File: config.mk
export PLATFORM = sky130hd
export DESIGN_NAME = pool_scheduler
export DESIGN_NICKNAME = d
export VERILOG_FILES = /design/src/rtl/pool_scheduler.sv
export SDC_FILE = /design/constraint.sdc
export NUM_CORES = 1
export LEC_CHECK = 0
export CAP_MARGIN = 20
export CORE_UTILIZATION = 55
export CTS_CLUSTER_DIAMETER = 40
export DETAILED_ROUTE_END_ITERATION = 10
export GPL_TIMING_DRIVEN = 0
export PLACE_DENSITY = 0.78
export SETUP_SLACK_MARGIN = 0.1
export SLEW_MARGIN = 20
export SYNTH_ARGS = -nofsm -noshare
export SYNTH_HDL_FRONTEND = slang
export SYNTH_SLANG_ARGS = --single-unit
File: constraint.sdc
create_clock -name CLK -period 2.74 [get_ports CLK]
set_clock_uncertainty 0.05 [all_clocks]
set_input_delay 0.411 -clock CLK [delete_from_list [all_inputs] [get_ports CLK]]
set_output_delay 0.411 -clock CLK [all_outputs]
set_load 0.03 [all_outputs]
File: src/rtl/pool_scheduler.sv
// Sequencer for the 2-wide max-pooling datapath (PISO, comparators, row FIFO).
// Optional STALL_CNT output enabled by POOL_SCHED_STALL_CNT_EN.
module pool_scheduler #(
  parameter int NUM_PE         = 4,
  parameter int COUNTER_WIDTH  = 8,
  parameter int ROW_FIFO_DEPTH = 16
) (
  input  logic                     CLK,
  input  logic                     RESET,
  input  logic                     START,
  input  logic [COUNTER_WIDTH-1:0] CFG_ROW_WORDS,
  input  logic [COUNTER_WIDTH-1:0] CFG_ROWS,
  input  logic [1:0]               CFG_POOL_Y,
  input  logic                     IN_VALID,
  output logic                     IN_READY,
  output logic                     PISO_LOAD,
  output logic                     PISO_SHIFT,
  output logic                     SEL_FIRST,
  output logic                     ROW_PUSH,
  output logic                     ROW_POP,
  output logic                     OUT_EMIT,
  output logic                     BUSY,
  output logic                     DONE,
`ifdef POOL_SCHED_STALL_CNT_EN
  output logic [15:0]              STALL_CNT,
`endif
  output logic                     CFG_ERR
);

  localparam int HALF = NUM_PE / 2;
  localparam int PCW  = $clog2(NUM_PE);
  localparam int FW   = $clog2(ROW_FIFO_DEPTH + 1);
  localparam int CW   = COUNTER_WIDTH;

  typedef enum logic [2:0] {
    S_IDLE, S_WAIT, S_SHIFT, S_FLUSH, S_FIN
  } state_t;

  state_t         r_state, w_next;
  logic [CW-1:0]  r_row_words, r_rows, r_word, r_row;
  logic [1:0]     r_pool, r_wrow, w_pool_in, w_wrow_nxt;
  logic [PCW-1:0] r_pair;
  logic [FW-1:0]  r_flush;
  logic           r_sel, r_push, r_pop, r_emit, r_cfg_err;
  logic [31:0]    w_req;
  logic           w_too_big, w_empty, w_start_ok;
  logic           w_step, w_last_pair, w_word_end;
  logic           w_row_end, w_frame_end, w_flush_step;
  logic           w_sel, w_push, w_pop, w_emit;

  assign w_req      = 32'(CFG_ROW_WORDS) * 32'(HALF);
  assign w_too_big  = w_req > 32'(ROW_FIFO_DEPTH);
  assign w_empty    = (CFG_ROW_WORDS == '0) || (CFG_ROWS == '0);
  assign w_start_ok = (r_state == S_IDLE) && START && !w_too_big;
  assign w_pool_in  = (CFG_POOL_Y == 2'd0) ? 2'd1 : CFG_POOL_Y;

  assign w_step      = PISO_LOAD | PISO_SHIFT;
  assign w_last_pair = (r_state == S_WAIT) ? (HALF == 1)
                     : (r_pair == PCW'(HALF - 1));
  assign w_word_end  = w_step && w_last_pair;
  assign w_row_end   = w_word_end && (r_word == r_row_words - CW'(1));
  assign w_frame_end = w_row_end && (r_row == r_rows - CW'(1));
  assign w_wrow_nxt  = (r_wrow == r_pool - 2'd1) ? 2'd0 : r_wrow + 2'd1;

  always_comb begin
    w_next       = r_state;
    IN_READY     = 1'b0;
    PISO_LOAD    = 1'b0;
    PISO_SHIFT   = 1'b0;
    DONE         = 1'b0;
    w_flush_step = 1'b0;
    unique case (r_state)
      S_IDLE: begin
        if (START && !w_too_big)
          w_next = w_empty ? S_FIN : S_WAIT;
      end
      S_WAIT: begin
        IN_READY  = 1'b1;
        PISO_LOAD = IN_VALID;
        if (IN_VALID) begin
          if (w_frame_end)   w_next = S_FLUSH;
          else if (HALF > 1) w_next = S_SHIFT;
        end
      end
      S_SHIFT: begin
        PISO_SHIFT = 1'b1;
        if (w_last_pair)
          w_next = w_frame_end ? S_FLUSH : S_WAIT;
      end
      S_FLUSH: begin
        // a zero count still costs one cycle so the last strobe drains
        if (r_flush != '0) w_flush_step = 1'b1;
        else               w_next = S_FIN;
      end
      S_FIN: begin
        DONE   = 1'b1;
        w_next = S_IDLE;
      end
      default: w_next = S_IDLE;
    endcase
  end

  always_comb begin
    w_sel  = 1'b0;
    w_push = 1'b0;
    w_pop  = 1'b0;
    w_emit = 1'b0;
    if (w_step) begin
      if (r_pool == 2'd1) begin
        w_sel  = 1'b1;
        w_emit = 1'b1;
      end else if (r_wrow == 2'd0) begin
        w_sel  = 1'b1;
        w_push = 1'b1;
      end else if (r_wrow == r_pool - 2'd1) begin
        w_pop  = 1'b1;
        w_emit = 1'b1;
      end else begin
        w_pop  = 1'b1;
        w_push = 1'b1;
      end
    end else if (w_flush_step) begin
      w_pop = 1'b1;
    end
  end

  always_ff @(posedge CLK or negedge RESET) begin
    if (!RESET) begin
      r_state     <= S_IDLE;
      r_row_words <= '0;
      r_rows      <= '0;
      r_pool      <= 2'd1;
      r_pair      <= '0;
      r_word      <= '0;
      r_row       <= '0;
      r_wrow      <= '0;
      r_flush     <= '0;
      r_sel       <= 1'b0;
      r_push      <= 1'b0;
      r_pop       <= 1'b0;
      r_emit      <= 1'b0;
      r_cfg_err   <= 1'b0;
    end else begin
      r_state   <= w_next;
      r_sel     <= w_sel;
      r_push    <= w_push;
      r_pop     <= w_pop;
      r_emit    <= w_emit;
      r_cfg_err <= (r_state == S_IDLE) && START && w_too_big;
      if (w_start_ok) begin
        r_row_words <= CFG_ROW_WORDS;
        r_rows      <= CFG_ROWS;
        r_pool      <= w_pool_in;
        r_word      <= '0;
        r_row       <= '0;
        r_wrow      <= '0;
      end
      if (PISO_LOAD)       r_pair <= PCW'(1);
      else if (PISO_SHIFT) r_pair <= r_pair + PCW'(1);
      if (w_word_end) begin
        r_word <= w_row_end ? '0 : r_word + CW'(1);
        if (w_row_end) begin
          r_row  <= r_row + CW'(1);
          r_wrow <= w_wrow_nxt;
        end
      end
      if (w_frame_end)
        r_flush <= (w_wrow_nxt != 2'd0)
                 ? FW'(32'(r_row_words) * 32'(HALF)) : '0;
      else if (w_flush_step)
        r_flush <= r_flush - FW'(1);
    end
  end

`ifdef POOL_SCHED_STALL_CNT_EN
  logic [15:0] r_stall;
  always_ff @(posedge CLK or negedge RESET) begin
    if (!RESET)
      r_stall <= '0;
    else if (w_start_ok)
      r_stall <= '0;
    else if (r_state == S_WAIT && !IN_VALID && r_stall != 16'hFFFF)
      r_stall <= r_stall + 16'd1;
  end
  assign STALL_CNT = r_stall;
`endif

  assign SEL_FIRST = r_sel;
  assign ROW_PUSH  = r_push;
  assign ROW_POP   = r_pop;
  assign OUT_EMIT  = r_emit;
  assign BUSY      = (r_state != S_IDLE);
  assign CFG_ERR   = r_cfg_err;

endmodule

==> results.md <==
- Post-synthesis mux area share: 10.2%
- Share of synthesized registers carrying an async set or reset: 100%
- RSZ-0062 raised after global routing: no
- Standard-cell rows: 26
- Number of global-route vias before repair: 2306
- Global-route wire length before repair: 10400 um
- Final clock period utilization by the worst path: 93.2%
- Most common library cell in the layout ignoring fill and taps: sky130_fd_sc_hd__dfrtp_1
- WP data required: 2.88 ns
- Die boundary width: 76.1 um
- H-tree levels: 2
- Routed Antenna Nets: 0
- Half-perimeter wire length of the detailed placement result: 4330 um
- Maximum VDD drop: 0.525 mV
- Final Core Density: 68.1%
- Share of the synthesized netlist area taken by xor and xnor gates: 7.84%
- Arrival @ worst endpoint: 2.70 ns
- Reg-to-Reg Start: r_rows[0]$_DFFE_PN0P_
- Total count of hold-check failures in the final report: 0
- Number of nets in the layout: 383
- Startpoint of the worst setup timing path: r_rows[0]$_DFFE_PN0P_
- Max_slew headroom: 46.9%
- Area leader, netlist: sky130_fd_sc_hd__dfrtp_1
- Depth of the most critical reg-to-reg path: 6
- Share of the yosys chip area belonging to registers: 42.3%
- Post-synth top area share: 41.5%
- Layout cell share with drive strength beyond 1: 11.6%
- Leakage power total: 1.66 nW
- Maximum capacitance violations: 0
- Combinational family with the most area after synthesis: simple AND/OR/NAND/NOR gates
- Boundary Pins: 32
- Clock Latency Late Sink: 0.30 ns
- Critical path endpoint: r_flush[4]$_DFFE_PN0P_
- Minimum clock period after layout: 2.55 ns
- Dpl ws: -0.118 ns
- Routed vias: 2378
- Number of setup violations in the final report: 0
- Pin count of the biggest net entering global routing: 52
- Sinks on the clock net: 51
- Highest net fanout along the worst path: 6
- Antenna cells: 0
- Total wirelength of the detailed-routed design: 6000 um
- Core Area: 5200 um2
- Starting density of the core: 58.0%
- Final slew viol count: 0
- Worst Hold Margin: 0.0637 ns
- Syn Nets: 344
- Die area: 5790 um2
- Routed len/inst: 14.2 um
- Overall power after layout: 0.00344 W
- Detailed Routing Iterations Pass 1: 4
- Port buffer count: 31
- Min-Delay Path Class: input pin to asynchronous set/reset pin
- Synth Area in Compound Gates: 10.1%
- Launching element type of the critical path: flop
- Post-synthesis instance total: 313
- Clock buffer count from CTS: 5
- Initial detailed-routing violation count: 100
- Area grow syn2layout: 17.4%
- Number of synthesized flops with an enable pin: 0
- Worst setup slack for register-to-register paths: 0.19 ns
- Critical setup path kind: flop to flop
- Simple logic cell fraction of the synthesized area: 22.0%
- CTS clk-pin slew, worst paths: 0.10 ns
- Flip-flop and latch count after synthesis: 51
- Warning count from the yosys run: 0
- Post-synthesis share of cell area spent on full adders, half adders and majority gates: 3.73%
- Final RePlAce weighted congestion: 0.805
- Combined area of all synthesized cells: 3020 um2
- Final global-route overflow total: 0
- Synth area leaders: sky130_fd_sc_hd__dfrtp_1, sky130_fd_sc_hd__mux2_2, sky130_fd_sc_hd__nand2_1
- Slew @ Worst Pin: 0.792 ns
- Die height: 76.1 um
- Achievable frequency: 0.392 GHz
- Number of vias per cell after detailed routing: 5.62
- Predominant post-synthesis flop cell: sky130_fd_sc_hd__dfrtp_1
- Antenna violations before repair: 0
- Global-route usage over all layers: 22.5%
- Endpoint kind of the worst setup timing path: flop
- Fin worst setup slack: 0.187 ns
- Worst reg2reg path endpoint: r_flush[4]$_DFFE_PN0P_
- Result of the run: completed
- Post-synthesis cell type count: 49
- Root buffer cell: sky130_fd_sc_hd__clkbuf_8
- Mean area per synthesized cell: 9.64 um2
- Buffer depth of the longest clock path: 2
- Cell Pwr Density: 972 nW/um2
- Most frequent cells in the layout: sky130_fd_sc_hd__dfrtp_1, sky130_fd_sc_hd__nand2_1, sky130_fd_sc_hd__clkdlybuf4s50_1
- DRC violation count after routing: 0
- CTS tree: yes
[cells in the mapped netlist (2+ instances only)]
| cell type | instances |
|---|---|
| sky130_fd_sc_hd__a2111oi_0 | 3 |
| sky130_fd_sc_hd__a211oi_1 | 2 |
| sky130_fd_sc_hd__a21oi_1 | 9 |
| sky130_fd_sc_hd__a221o_1 | 3 |
| sky130_fd_sc_hd__a22o_1 | 4 |
| sky130_fd_sc_hd__a31oi_1 | 2 |
| sky130_fd_sc_hd__and2_1 | 8 |
| sky130_fd_sc_hd__and3_1 | 5 |
| sky130_fd_sc_hd__buf_2 | 2 |
| sky130_fd_sc_hd__clkbuf_1 | 8 |
| sky130_fd_sc_hd__dfrtp_1 | 50 |
| sky130_fd_sc_hd__ha_1 | 9 |
| sky130_fd_sc_hd__inv_1 | 14 |
| sky130_fd_sc_hd__mux2_2 | 15 |
| sky130_fd_sc_hd__mux2i_1 | 14 |
| sky130_fd_sc_hd__nand2_1 | 38 |
| sky130_fd_sc_hd__nand2b_1 | 3 |
| sky130_fd_sc_hd__nand3_1 | 16 |
| sky130_fd_sc_hd__nand3b_1 | 3 |
| sky130_fd_sc_hd__nand4_1 | 3 |
| sky130_fd_sc_hd__nor2_1 | 21 |
| sky130_fd_sc_hd__nor2b_1 | 4 |
| sky130_fd_sc_hd__nor3_1 | 13 |
| sky130_fd_sc_hd__nor3b_1 | 2 |
| sky130_fd_sc_hd__nor4_1 | 2 |
| sky130_fd_sc_hd__o21ai_0 | 9 |
| sky130_fd_sc_hd__or3_1 | 3 |
| sky130_fd_sc_hd__or4_1 | 2 |
| sky130_fd_sc_hd__xnor2_1 | 13 |
| sky130_fd_sc_hd__xor2_1 | 14 |
[worst max-delay path, cell delays in order (launching register included)]
cell and delay, ns:
sky130_fd_sc_hd__dfrtp_1 0.44, sky130_fd_sc_hd__or4_4 0.56, sky130_fd_sc_hd__or3_1 0.32, sky130_fd_sc_hd__and3_1 0.18, sky130_fd_sc_hd__o31ai_2 0.26, sky130_fd_sc_hd__nand4_2 0.27, sky130_fd_sc_hd__mux2_2 0.35
[area by class of cell]
type / instances / area [um2]
fill: 433 / 1660
multi-input combinational: 236 / 1640
sequential: 51 / 1280
timing repair buffer: 32 / 314
tap: 70 / 87.6
clock buffer: 5 / 68.8
buffer: 12 / 61.3
inverter: 14 / 52.6
clock inverter: 3 / 43.8
[logic make-up (layout without fill, tap and decap cells)]
family,after synthesis,after routing
buffers and inverters,26,66
AOI/OAI and AO/OA,41,41
muxes,29,29
DFF,51,51
xor gates and xnor gates,27,27
adders and majority gates,9,9
and+or+nand+nor,130,130
[through the flow]
stage          instances  cell area (um2)  setup TNS [ns]
4_1_cts              422             3520               0
3_3_place_gp         414             3420          -15.54
6_report             423             3540               0
3_5_place_dp         414             3410           -1.24
5_1_grt              423             3540               0
2_1_floorplan        313             3020               0
[registers in the layout, indices dropped and copies added, names as in the netlist]
register / count
SEL_FIRST: 1
r_wrow: 2
r_pair: 2
r_pool: 2
OUT_EMIT: 1
r_row_words: 8
r_state: 3
ROW_POP: 1
r_word: 8
r_row: 8
r_rows: 8
r_flush: 5
CFG_ERR: 1
ROW_PUSH: 1
[report_power, final]
part | switching, W | internal, W
sequential | 0.000223 | 0.000986
clock | 0.000256 | 0.000272
combinational | 0.000946 | 0.000761
total | 0.00143 | 0.00202
[what timing repair did]
action / 4_1_cts / 5_1_grt
hold buffers: 0 / 0
setup endpoints to repair: 1 / 13
pin swaps: 0 / 1
cloned: 0 / 0
endpoints found under the hold margin: 0 / 0
resized for setup: 1 / 2
setup buffers: 0 / 1
[worst min-delay path by stage]
stage	start	endpoint	slack, ns	depth (start not counted)
2_1_floorplan	RESET	CFG_ERR$_DFF_PN0_	0.07	0
4_1_cts	RESET	r_row[5]$_DFF_PN0_	0.1	1
3_3_place_gp	r_row[7]$_DFF_PN0_	r_row[7]$_DFF_PN0_	0.43	1
3_5_place_dp	RESET	r_word[5]$_DFFE_PN0P_	0.43	1
6_report	RESET	r_word[5]$_DFFE_PN0P_	0.06	1
5_1_grt	RESET	r_row[5]$_DFF_PN0_	0.13	1
[per-layer routing]
layer  GRT usage (%)  vias up  wire, um
met5               0        -         0
met2            38.7       42      3020
met1            29.2     1158      2710
met3            4.07        7       222
met4            5.96        0        51
li1                -     1171         -
No activity file was read; power rests on OpenSTA's default activity.
